File: config.mk
export PLATFORM = sky130hd
export DESIGN_NAME = vga_text_ctrl
export DESIGN_NICKNAME = d
export VERILOG_FILES = /design/src/rtl/vga_pkg.sv /design/src/rtl/vga_delay_line.sv /design/src/rtl/vga_text_ctrl.sv
export SDC_FILE = /design/constraint.sdc
export NUM_CORES = 1
export LEC_CHECK = 0
export CAP_MARGIN = 10
export CORE_ASPECT_RATIO = 1.4
export CORE_MARGIN = 8
export CORE_UTILIZATION = 40
export DETAILED_ROUTE_END_ITERATION = 10
export DONT_BUFFER_PORTS = 1
export PLACE_DENSITY_LB_ADDON = 0.3
export SYNTH_ARGS = -nofsm -noshare
export SYNTH_HDL_FRONTEND = slang
export SYNTH_SLANG_ARGS = --single-unit
File: constraint.sdc
create_clock -name clk -period 2.3 [get_ports clk]
set_input_delay 0.575 -clock clk [delete_from_list [all_inputs] [get_ports clk]]
set_output_delay 0.575 -clock clk [all_outputs]
set_load 0.01 [all_outputs]
File: src/rtl/vga_pkg.sv
// Shared constants and types for the text-mode VGA controller.
// Holds geometry, address widths, pipeline latency and the carried-control bundle.
package vga_pkg;

  localparam int H_VISIBLE   = 640;
  localparam int V_VISIBLE   = 480;
  localparam int GLYPH_W     = 8;
  localparam int GLYPH_H     = 8;
  localparam int TEXT_ADDR_W = 13;
  localparam int FONT_ADDR_W = 11;
  localparam int PIPE_LAT    = 4;

  // Per-pixel side information carried alongside the memory reads.
  typedef struct packed {
    logic       hs;
    logic       vs;
    logic       valid;
    logic       hit;
    logic [2:0] xs;
  } ctrl_t;

  // row*80 + col using shifts only; result wraps to the address width.
  function automatic logic [TEXT_ADDR_W-1:0] cell_addr(
    input logic [6:0] row,
    input logic [6:0] col
  );
    logic [TEXT_ADDR_W-1:0] r;
    r = {{(TEXT_ADDR_W-7){1'b0}}, row};
    return (r << 6) + (r << 4) + {{(TEXT_ADDR_W-7){1'b0}}, col};
  endfunction

endpackage

File: src/rtl/vga_delay_line.sv
// Shift register of width W and depth D, advancing on pix_en.
// Ports: clk, rst (async high), pix_en, d (input word), q (word from D ticks ago).
module vga_delay_line #(
  parameter int W = 1,
  parameter int D = 4
) (
  input  logic         clk,
  input  logic         rst,
  input  logic         pix_en,
  input  logic [W-1:0] d,
  output logic [W-1:0] q
);

  logic [W-1:0] sr [D];

  always_ff @(posedge clk or posedge rst) begin
    if (rst) begin
      for (int i = 0; i < D; i++) sr[i] <= '0;
    end else if (pix_en) begin
      sr[0] <= d;
      for (int i = 1; i < D; i++) sr[i] <= sr[i-1];
    end
  end

  assign q = sr[D-1];

endmodule

File: src/rtl/vga_text_ctrl.sv
// Text-mode pixel pipeline: char buffer -> glyph ROM -> RGB, with delayed syncs
// and a blinking underline cursor. Ports: timing inputs (x,y,valid,syncs,newframe),
// cursor controls, text/font memory address+data, RGB and delayed sync outputs.
module vga_text_ctrl
  import vga_pkg::*;
#(
  parameter int         COLS         = 80,
  parameter int         ROWS         = 60,
  parameter int         BLINK_FRAMES = 30,
  parameter logic [2:0] FG           = 3'b111,
  parameter logic [2:0] BG           = 3'b000
) (
  input  logic                   clk,
  input  logic                   rst,
  input  logic                   pix_en,
  input  logic [9:0]             x,
  input  logic [9:0]             y,
  input  logic                   valid,
  input  logic                   hsync_in,
  input  logic                   vsync_in,
  input  logic                   newframe,
  input  logic [6:0]             cursor_col,
  input  logic [5:0]             cursor_row,
  input  logic                   cursor_en,
  output logic [TEXT_ADDR_W-1:0] text_addr,
  input  logic [7:0]             text_data,
  output logic [FONT_ADDR_W-1:0] font_addr,
  input  logic [7:0]             font_data,
  output logic                   R,
  output logic                   G,
  output logic                   B,
  output logic                   hsync,
  output logic                   vsync
);

  logic [6:0] row;
  logic [6:0] col;
  logic       hit;
  ctrl_t      c_in;
  ctrl_t      c_out;
  logic [2:0] gy;
  logic [7:0] blink_cnt;
  logic       blink_on;
  logic       px;
  logic [2:0] rgb;

  assign row = y[9:3];
  assign col = x[9:3];

  // Underline lives on the last scanline of the cursor cell.
  assign hit = cursor_en
             && (row == {1'b0, cursor_row})
             && (col == cursor_col)
             && (y[2:0] == 3'd7)
             && (32'(cursor_row) < ROWS)
             && (32'(cursor_col) < COLS);

  assign c_in = '{hs: hsync_in, vs: vsync_in,
                  valid: valid, hit: hit,
                  xs: x[2:0]};

  // Control arrives at the output stage aligned with font_data.
  vga_delay_line #(
    .W($bits(ctrl_t)),
    .D(PIPE_LAT)
  ) u_ctrl (
    .clk    (clk),
    .rst    (rst),
    .pix_en (pix_en),
    .d      (c_in),
    .q      (c_out)
  );

  // Glyph row is needed two ticks in, when text_data is valid.
  vga_delay_line #(
    .W(3),
    .D(PIPE_LAT/2)
  ) u_gy (
    .clk    (clk),
    .rst    (rst),
    .pix_en (pix_en),
    .d      (y[2:0]),
    .q      (gy)
  );

  always_comb begin
    px  = font_data[3'd7 - c_out.xs];
    rgb = px ? FG : BG;
    if (c_out.hit && blink_on) rgb = FG;
    if (!c_out.valid) rgb = 3'b000;
  end

  always_ff @(posedge clk or posedge rst) begin
    if (rst) begin
      text_addr <= '0;
      font_addr <= '0;
      R         <= 1'b0;
      G         <= 1'b0;
      B         <= 1'b0;
      hsync     <= 1'b0;
      vsync     <= 1'b0;
    end else if (pix_en) begin
      text_addr   <= cell_addr(row, col);
      font_addr   <= {text_data, gy};
      {R, G, B}   <= rgb;
      hsync       <= c_out.hs;
      vsync       <= c_out.vs;
    end
  end

  // Frame counter runs on newframe alone, independent of pix_en.
  always_ff @(posedge clk or posedge rst) begin
    if (rst) begin
      blink_cnt <= '0;
      blink_on  <= 1'b0;
    end else if (newframe) begin
      if (blink_cnt == 8'(BLINK_FRAMES - 1)) begin
        blink_cnt <= '0;
        blink_on  <= ~blink_on;
      end else begin
        blink_cnt <= blink_cnt + 8'd1;
      end
    end
  end

endmodule

* Word level (Yosys, flattened, before mapping)
Index checks and enable logic that the tools add are counted.
** Word-level totals
- Flip-flop bits (word level) :: 72
- Output and inout bits :: 29
** Cells by class
- Add/sub/neg operators :: 4
- Magnitude comparators :: 3
- Eq/ne operators :: 4
- Muxes and demuxes :: 6
- Bitwise operators :: 1
- Reduce and logical (&&, ||, !) cells :: 7
** Operator list (count)
- adder 13 x 11 -> 13 bit :: 1
- adder 13 x 7 -> 13 bit :: 1
- 2-to-1 mux 3 bit :: 3
- adder 8 x 1 -> 8 bit (second input constant) :: 1
- equality test 8 x 5 -> 1 bit (second input constant) :: 1
- 2-to-1 mux 8 bit :: 1
- equality test 7 x 6 -> 1 bit :: 1
- equality test 7 bit :: 1
- less-than comparator 7 bit (second input constant) :: 1
- logical AND 1 bit :: 6
- less-than comparator 6 bit (second input constant) :: 1
- less-than comparator 3 x 4 -> 1 bit (second input constant) :: 1
- binary-select mux 1 bit (select 3 bit) :: 1
- equality test 3 bit (second input constant) :: 1
- subtractor 3 bit (first input constant) :: 1
- AND reduction 2 bit :: 1
- 2-to-1 mux 1 bit :: 1
- inverter 1 bit :: 1

* Logic depth before layout (Yosys ltp)
Gate-level depths: netlist (run 1).
- Word-level depth :: 6
- Depth in mapped cells :: 9
- Gate-level depth less buffers :: 9

* Cells and area by module
From an unflattened synthesis (run 1), not the netlist that was laid out.
** Second synthesis, totals
- Cell total of the unflattened synthesis :: 281
- Area total of the unflattened synthesis :: 3654.8 µm²
** By module, submodules not included
- vga_text_ctrl :: instances 1, cells an instance 197, area each 2178.3 µm²
- vga_delay_line at u_ctrl :: instances 1, cells an instance 67, area each 1198.6 µm²
- vga_delay_line at u_gy :: instances 1, cells an instance 17, area each 277.8 µm²

* Worst setup path before layout (run 1)
OpenSTA, ideal clock, no wires.
- Path kind :: input port to flip-flop
- Start point :: input port y[3]
- End point :: register text_addr[11]
- Setup time :: 0.126 ns
- Arrival :: 2.521 ns
- Required time :: 2.174 ns
- Setup slack :: -0.347 ns
- Stages on the path :: 8
- Buffers on the path :: 0
- Path through :: inv_1 > fa_1 > fa_1 > and2b_1 > o31a_1 > o21ai_1 > mux2_1 > a221o_1
** Between the ends
- Longest elaborated chain between the ends :: 2
** RTL lines
- from (decl) :: line vga_text_ctrl.sv:17 : input logic [9:0] y,
- adder 13 x 11 -> 13 bit :: line vga_pkg.sv:29 : return (r << 6) + (r << 4) + {{(TEXT_ADDR_W-7){1'b0}}, col};
- adder 13 x 7 -> 13 bit :: line vga_pkg.sv:29
- to (signal assigned) :: line vga_text_ctrl.sv:103 : text_addr <= cell_addr(row, col);
- to (decl) :: line vga_text_ctrl.sv:25 : output logic [TEXT_ADDR_W-1:0] text_addr,
No other way between the ends.
A chain may end at the register's enable or synchronous reset.

* Worst setup path after layout (run 1)
- Start point :: input port x[9]
- End point :: register text_addr[11]
** Between the ends
- Longest elaborated chain between the ends :: 1
** RTL lines
- from (decl) :: line vga_text_ctrl.sv:16 : input logic [9:0] x,
- adder 13 x 7 -> 13 bit :: line vga_pkg.sv:29
No other way between the ends.

==> results of run 1 <==
-- registers in the layout, summed over array words and instances, names as in the netlist --
name and flops:
blink_cnt 8, u_gy.q 3, u_gy.sr 3, vsync 1
u_ctrl.sr 21, R 1, font_addr 11, u_ctrl.q 7
hsync 1, text_addr 13, blink_on 1
-- worst max path at each step --
stage	start	end	slack [ns]	cells after the start
6_report	x[9]	text_addr[11]$_DFFE_PP0P_	-0.02	8
5_1_grt	x[9]	text_addr[11]$_DFFE_PP0P_	-0.07	8
3_5_place_dp	x[9]	text_addr[11]$_DFFE_PP0P_	-0.38	8
4_1_cts	x[9]	text_addr[11]$_DFFE_PP0P_	-0.03	8
2_1_floorplan	x[9]	text_addr[11]$_DFFE_PP0P_	-0.31	8
3_3_place_gp	x[9]	text_addr[11]$_DFFE_PP0P_	-0.32	8
-- routing by layer --
metal | track usage [%] | share of wire, % | vias to the layer above
met4 | 8.696 | 2.8 | 0
met5 | 0 | 0 | -
met2 | 20.44 | 49 | 72
li1 | - | - | 928
met1 | 13.64 | 39 | 963
met3 | 5.308 | 9.2 | 13
-- power breakdown --
group / switching [mW] / internal [mW] / total [mW]
registers: 0.205 / 1.45 / 1.65
clock network: 0.530 / 0.842 / 1.37
logic: 0.197 / 0.302 / 0.499
total: 0.932 / 2.59 / 3.52
-- placed cells by master, fill, tap and decap left out, drive strengths merged, types with 2 or more instances in the layout --
cell type / n
xnor2: 9
nor2: 6
xor2: 8
clkbuf: 9
and3: 3
o21ai: 13
o21a: 3
nand2: 8
clkinv: 2
ha: 15
a21oi: 3
buf: 10
a211oi: 3
nor4: 2
a221o: 2
nand4: 4
mux2: 55
fa: 2
clkinvlp: 3
nand3: 6
a21o: 3
nand2b: 2
mux4: 2
o2bb2ai: 2
dfrtp: 70
inv: 12
o22ai: 2
-- cells in the mapped netlist --
| cell type | number | share of area, % |
|---|---|---|
| a221o_1 | 2 | 0.60 |
| a211oi_1 | 3 | 0.68 |
| dfrtp_1 | 70 | 53 |
| mux4_2 | 1 | 0.68 |
| o21ai_2 | 1 | 0.26 |
| mux4_1 | 1 | 0.79 |
| o21a_1 | 3 | 0.68 |
| and4b_1 | 1 | 0.30 |
| o21ai_0 | 11 | 1.7 |
| o2bb2ai_1 | 2 | 0.53 |
| o21bai_1 | 1 | 0.23 |
| fa_1 | 2 | 1.2 |
| inv_1 | 11 | 1.2 |
| o31a_1 | 1 | 0.26 |
| clkbuf_1 | 1 | 0.11 |
| nor2_1 | 6 | 0.68 |
| and2b_1 | 1 | 0.23 |
| o21ai_1 | 1 | 0.15 |
| xnor2_1 | 9 | 2.4 |
| nand2_1 | 8 | 0.90 |
| a211o_1 | 1 | 0.26 |
| buf_4 | 2 | 0.45 |
| mux2i_1 | 1 | 0.30 |
| nand4_1 | 4 | 0.75 |
| mux2_1 | 1 | 0.34 |
| o22ai_1 | 2 | 0.38 |
| nor2b_1 | 1 | 0.19 |
| buf_2 | 6 | 0.90 |
| ha_1 | 15 | 5.6 |
| mux2_2 | 54 | 18 |
| a21oi_1 | 3 | 0.45 |
| nor3_1 | 1 | 0.15 |
| nor4b_2 | 1 | 0.45 |
| nor4_1 | 2 | 0.38 |
| and4_1 | 1 | 0.26 |
| nand3_1 | 5 | 0.75 |
| a21o_1 | 3 | 0.68 |
| and3_1 | 3 | 0.56 |
| nand2b_1 | 2 | 0.38 |
| nand3_2 | 1 | 0.30 |
| xor2_1 | 8 | 2.1 |
-- cells by family (layout without fill, tap and decap cells) --
| kind of cell | Yosys count | in the layout | synth area share [%] |
|---|---|---|---|
| AO/OA/AOI/OAI | 34 | 34 | 6.797 |
| XOR/XNOR | 17 | 17 | 4.469 |
| adder cells (fa/ha/maj) | 17 | 17 | 6.834 |
| buffers and inverters | 20 | 37 | 2.704 |
| flip-flops | 70 | 70 | 52.57 |
| multiplexers | 58 | 58 | 20.35 |
| AND/OR/NAND/NOR | 37 | 37 | 6.271 |
-- through the flow --
stage | setup slack, ns | hold slack, ns
floorplan | -0.3107 | 0.4459
detailed placement | -0.3764 | 0.4714
global route | -0.06969 | 0.1792
global placement | -0.3238 | 0.4729
finish | -0.01647 | 0.1444
CTS | -0.03054 | 0.1492
-- cell type report --
class | count | area (um2)
Inverter | 11 | 52.55
Timing Repair Buffer | 10 | 87.58
Clock inverter | 7 | 72.57
Clock buffer | 9 | 225.2
Fill cell | 722 | 4308
Tap cell | 102 | 127.6
Sequential cell | 70 | 1752
Multi-Input combinational cell | 163 | 1524
-- timing repair --
action,4_1_cts,5_1_grt
setup buffers,0,1
endpoints found under the hold margin,0,0
pin swaps,0,1
endpoints found under the setup margin,1,1
gates resized for setup,0,5
==> reports/results.txt, run 1 <==
Sequential fraction of the synthesis area -> 52.57%
Worst slew margin -> 65.71%
Critical path class -> input port to flip-flop
Ports -> 86
Flop-to-flop setup slack -> 0.65 ns
Chip Width -> 93.14 um
Mapped Area -> 3332 um2
Total CTS buffers -> 9
Final min period -> 2.316 ns
Area of the core -> 8149 um2
Initial Util -> 40.89%
Hold Path Class -> input port to async pin
Cts hold-fix bufs -> 0
Failing checks -> negative setup slack
Grt total ovfl -> 0
Port bufs -> 0
DRC viols -> 0
First-pass GRT wire length -> 11.25 mm
Row count -> 39
Root Driver -> clkbuf_16
Max_cap viols -> 0
Placed Area -> 3526 um2
Pwr dens -> 916.6 nW/um2
Layout cells sized above 1 -> 35.19%
RSZ-0062 raised after global routing -> true
Synthesized flop and latch total -> 70
Final Slew Violations -> 0
Final Cycle Share -> 100.7%
ANT cells -> 0
CP dominant cell by count -> fa_2
Cell count after synthesis -> 253
Avg WL per Cell -> 18.14 um
Mean Syn Cell Area -> 13.17 um2
Final HPWL DP -> 4.933 mm
Pin count of the biggest net entering global routing -> 65
Initial antenna violation count -> 0
CP Capture Type -> flip-flop
P_leak -> 1.683 nW
GPL Wtd Cong -> 0.7885
Startpoint Class -> input port
Skew-Pair Late Insertion Delay -> 0.33 ns
Final hold violations -> 0
Fmax -> 0.4317 GHz
Area grow syn2layout -> 15.28%
First-pass DRT Iterations -> 4
CP delay by family, top -> adder cells
Die area -> 11550 um2
Worst-path cell chain -> inv_8 -> fa_2 -> fa_2 -> and2b_1 -> o31a_1 -> o21ai_2 -> mux2_4 -> a221o_1
Starting DRT DRC Count -> 88
Placed instance count -> 355
Clock Sinks -> 70
Clk slew on worst S/H paths -> 0.06 ns
CTS tree -> yes
Yosys warns -> 0
Fin util -> 47.14%
R2r worst-path depth -> 7
Peak supply drop -> 0.0004953 V
Outcome -> finished with violations
Worst-margin pin slew -> 0.5133 ns
Fin area -> 3841 um2
Worst Path Buf+Inv -> 1
Setup ws final -> -0.01647 ns
Vias per Instance -> 5.312
Vias in the first global route -> 2239
Nets -> 339
Worst-path maximum fanout -> 3
H-Tree Depth -> 3
Reg-to-Reg End -> blink_cnt[3]$_DFFE_PP0P_
Crit-path slowest cell -> fa_2
Routed WL -> 6.748 mm
Die height -> 124.0 um
Setup TNS -> -0.01647 ns
DRT antenna net count -> 0
Final std cells w/o fill -> 372
Syn_nets -> 327
Via total after detailed routing -> 1976
Crit path largest cell delay -> 0.58 ns
Clock Skew -> 0.004428 ns
Distinct cells, synth -> 41
Final Total Pwr -> 3.521 mW
CP arrival -> 2.53 ns
Crit path required time -> 2.51 ns
Clock tree buffer depth -> 2
Tot GR Track Use -> 12.80%
Reg2Reg Launch Point -> blink_cnt[1]$_DFFE_PP0P_
Endpoints failing setup -> 1
Power figures use the tool's default switching activity.
==> run 2, diff against run 1 <==
- HOLD_SLACK_MARGIN: unset -> 0.05
- SYNTH_HIERARCHICAL: unset -> 1
==> reports/results.txt, run 2 <==
EDFF count, synth -> 0 (unchanged)
Row count -> 41 (+5.1%)
GPL Wtd Cong -> 0.8059 (+2.2%)
Final Total Pwr -> 3.525 mW (+0.13%)
Final HPWL DP -> 5.147 mm (+4.3%)
Starting DRT DRC Count -> 59 (-33%)
Yosys top cell by area -> dfrtp_1
Sequential fraction of the synthesis area -> 47.93% (-4.6 points)
Clock tree buffer depth -> 2 (unchanged)
Vias per Instance -> 5.358 (+0.87%)
Multiplexer area fraction after synthesis -> 21.64% (+1.3 points)
Gate power share -> 15.7% (+1.5 points)
Area of the core -> 8977 um2 (+10%)
CP Capture Type -> flip-flop
Switching pwr -> 0.9669 mW (+3.7%)
Total CTS buffers -> 9 (unchanged)
Endpoints failing setup -> 0 (-1)
Sequential Power Share -> 48.0% (+1.1 points)
Final hold violations -> 0 (unchanged)
H-Tree Depth -> 3 (unchanged)
Most common cell after layout, fill and taps aside -> dfrtp_1
Top-count cell post-synth -> dfrtp_1
P_leak -> 1.763 nW (+4.8%)
DRT antenna net count -> 0 (unchanged)
Asr flop ratio synth -> 100.0% (unchanged)
Crit path required time -> 2.52 ns (about the same)
Skew-Pair Late Insertion Delay -> 0.33 ns (about the same)
Ys flop type -> dfrtp_1
Port bufs -> 0 (unchanged)
First-pass GRT wire length -> 11.76 mm (+4.5%)
Nets -> 350 (+3.2%)
Clk slew on worst S/H paths -> 0.06 ns (about the same)
XOR/XNOR Fraction of Synth Area -> 3.355% (-1.1 points)
Initial Util -> 40.71% (-0.18 points)
Post-synthesis simple-gate area fraction -> 6.607% (+0.34 points)
Chip Width -> 96.79 um (+3.9%)
Main area contributors after synthesis -> dfrtp_1 (48%), mux2_4 (11%), mux2_1 (6.2%)
WHS -> 0.1167 ns (-0.02766 ns)
CP arrival -> 2.30 ns (-0.23 ns)
Pwr dens -> 890.2 nW/um2 (-2.9%)
Post-Synth Adder-Cell Area -> 6.231% (-0.60 points)
Max_cap viols -> 0 (unchanged)
Grt total ovfl -> 0 (unchanged)
Tot GR Track Use -> 11.79% (-1.0 points)
Worst-path maximum fanout -> 4 (+1)
Startpoint Class -> input port
Die height -> 129.1 um (+4.1%)
Peak supply drop -> 0.0005277 V (+6.5%)
Mapped Area -> 3655 um2 (+9.7%)
Cell-internal power -> 2.558 mW (-1.2%)
Syn_nets -> 355 (+8.6%)
RSZ-0062 raised after global routing -> false
Initial antenna violation count -> 0 (unchanged)
Fmax -> 0.4793 GHz (+11%)
Mean Syn Cell Area -> 13.01 um2 (-1.2%)
Final Cycle Share -> 90.72% (-10 points)
Final min period -> 2.086 ns (-0.2300 ns)
Clock Skew -> 0.006079 ns (+0.001652 ns)
CTS tree -> yes
Area grow syn2layout -> 8.353%
Layout cells sized above 1 -> 22.06% (-13 points)
Clock Sinks -> 70 (unchanged)
Pin count of the biggest net entering global routing -> 72 (+11%)
Synthesized flop and latch total -> 70 (unchanged)
Critical path class -> input port to flip-flop
Largest regs -> u_ctrl/sr x21, text_addr x13, font_addr x11
Placed Area -> 3674 um2 (+4.2%)
Final Slew Violations -> 0 (unchanged)
Fin area -> 3960 um2 (+3.1%)
Largest family of logic cells by synthesized area -> multiplexers
Compound-gate portion of the synthesized area -> 7.497% (+0.70 points)
Post-synth top cells -> dfrtp_1 (70), mux2_4 (26), mux2_1 (20)
Yosys warns -> 6 (+6)
Most frequent cells in the layout -> dfrtp_1 (70), mux2_4 (26), mux2_1 (20)
Die area -> 12490 um2 (+8.2%)
Ports -> 86 (unchanged)
Number of fill cells -> 814 (+13%)
Largest reg by FF count -> u_ctrl/sr
First-pass DRT Iterations -> 4 (unchanged)
Root Driver -> clkbuf_16
Worst slew margin -> 68.37% (+2.7 points)
Max FFs per register -> 21 (unchanged)
Distinct cells, synth -> 46 (+12%)
Cell count after synthesis -> 281 (+11%)
Avg WL per Cell -> 17.98 um (-0.90%)
Sw frac -> 27.43% (+0.95 points)
ANT cells -> 0 (unchanged)
Routed WL -> 6.975 mm (+3.4%)
Clock share of power -> 36.4% (-2.6 points)
Via total after detailed routing -> 2079 (+5.2%)
Worst-margin pin slew -> 0.4740 ns (-0.03929 ns)
Vias in the first global route -> 2281 (+1.9%)
Hold Path Class -> input port to async pin
Top-area cell type share of the netlist area -> 47.93% (-4.6 points)
Setup Buffers After CTS -> 0 (unchanged)
DRC viols -> 0 (unchanged)
Outcome -> completed
-- run 2: cell families after synthesis --
logic type               after synthesis
AO/OA/AOI/OAI                         38
XOR/XNOR                              14
adder cells (fa/ha/maj)               17
buffers and inverters                 40
flip-flops                            70
multiplexers                          60
AND/OR/NAND/NOR                       42
-- run 2: timing repair --
action	CTS	global route
hold buffers	1	0
hold endpoints to repair	6	0
gates resized for setup	0	0
setup endpoints to repair	0	0
-- run 2: cell type report --
type	instances	area, um2	share of cell area, %
clock buffers	11	242.7	6.130
repair buffers	5	52.55	1.327
multi-input cells	171	1674	42.27
flip-flops and latches	70	1752	44.23
inverters	19	71.32	1.801
well taps	107	133.9	3.381
clock inverters	5	33.78	0.8531
-- run 2: routing by layer --
metal | up-vias | wire length, um | share of wire (%) | GRT usage [%]
met4 | 0 | 198 | 2.8 | 7.902
li1 | 978 | - | - | -
met1 | 1035 | 2780 | 40 | 12.88
met2 | 54 | 3504 | 50 | 19.25
met3 | 12 | 492 | 7.1 | 3.887
met5 | - | 0 | 0 | 0
-- run 2: power groups by stage --
stage          registers [mW]  logic (mW)  clock network [mW]
6_report                 1.69       0.553                1.28
3_3_place_gp             1.72       0.541                   0
3_5_place_dp             1.72       0.556                   0
4_1_cts                  1.70       0.561                1.32
5_1_grt                  1.73       0.624                1.35
2_1_floorplan            1.65       0.580                   0
-- run 2: per-stage QoR --
stage	utilization (%)	setup TNS, ns	worst slack [ns]	std cells
global placement	40.92	-0.1455	-0.09906	371
finish	44.11	0	0.2135	388
detailed placement	40.92	-0.2049	-0.1187	371
global route	44.11	0	0.1077	388
floorplan	-	-0.02534	-0.02534	281
CTS	44.11	0	0.2296	388
-- run 2: path summary, 6_finish.rpt --
check	slack [ns]	to	cells after the start	from
worst max-delay path	0.21	text_addr[12]$_DFFE_PP0P_	8	x[9]
worst min-delay path	0.12	u_ctrl/q[6]$_DFFE_PP0P_	1	rst
worst max register to register	0.75	blink_cnt[5]$_DFFE_PP0P_	6	blink_cnt[1]$_DFFE_PP0P_
worst min register to register	0.47	blink_on$_DFFE_PP0P_	1	blink_on$_DFFE_PP0P_
max in group asynchronous	1.48	u_gy/sr[3]$_DFFE_PP0P_	2	rst
min in group clk	0.33	blink_cnt[0]$_DFFE_PP0P_	1	newframe
-- run 2: critical path: stages --
cell      delay [ns]
inv_1           0.03
fa_1            0.60
inv_2           0.06
ha_4            0.22
a211oi_2        0.24
o21bai_1        0.15
a21o_1          0.18
a211o_1         0.24
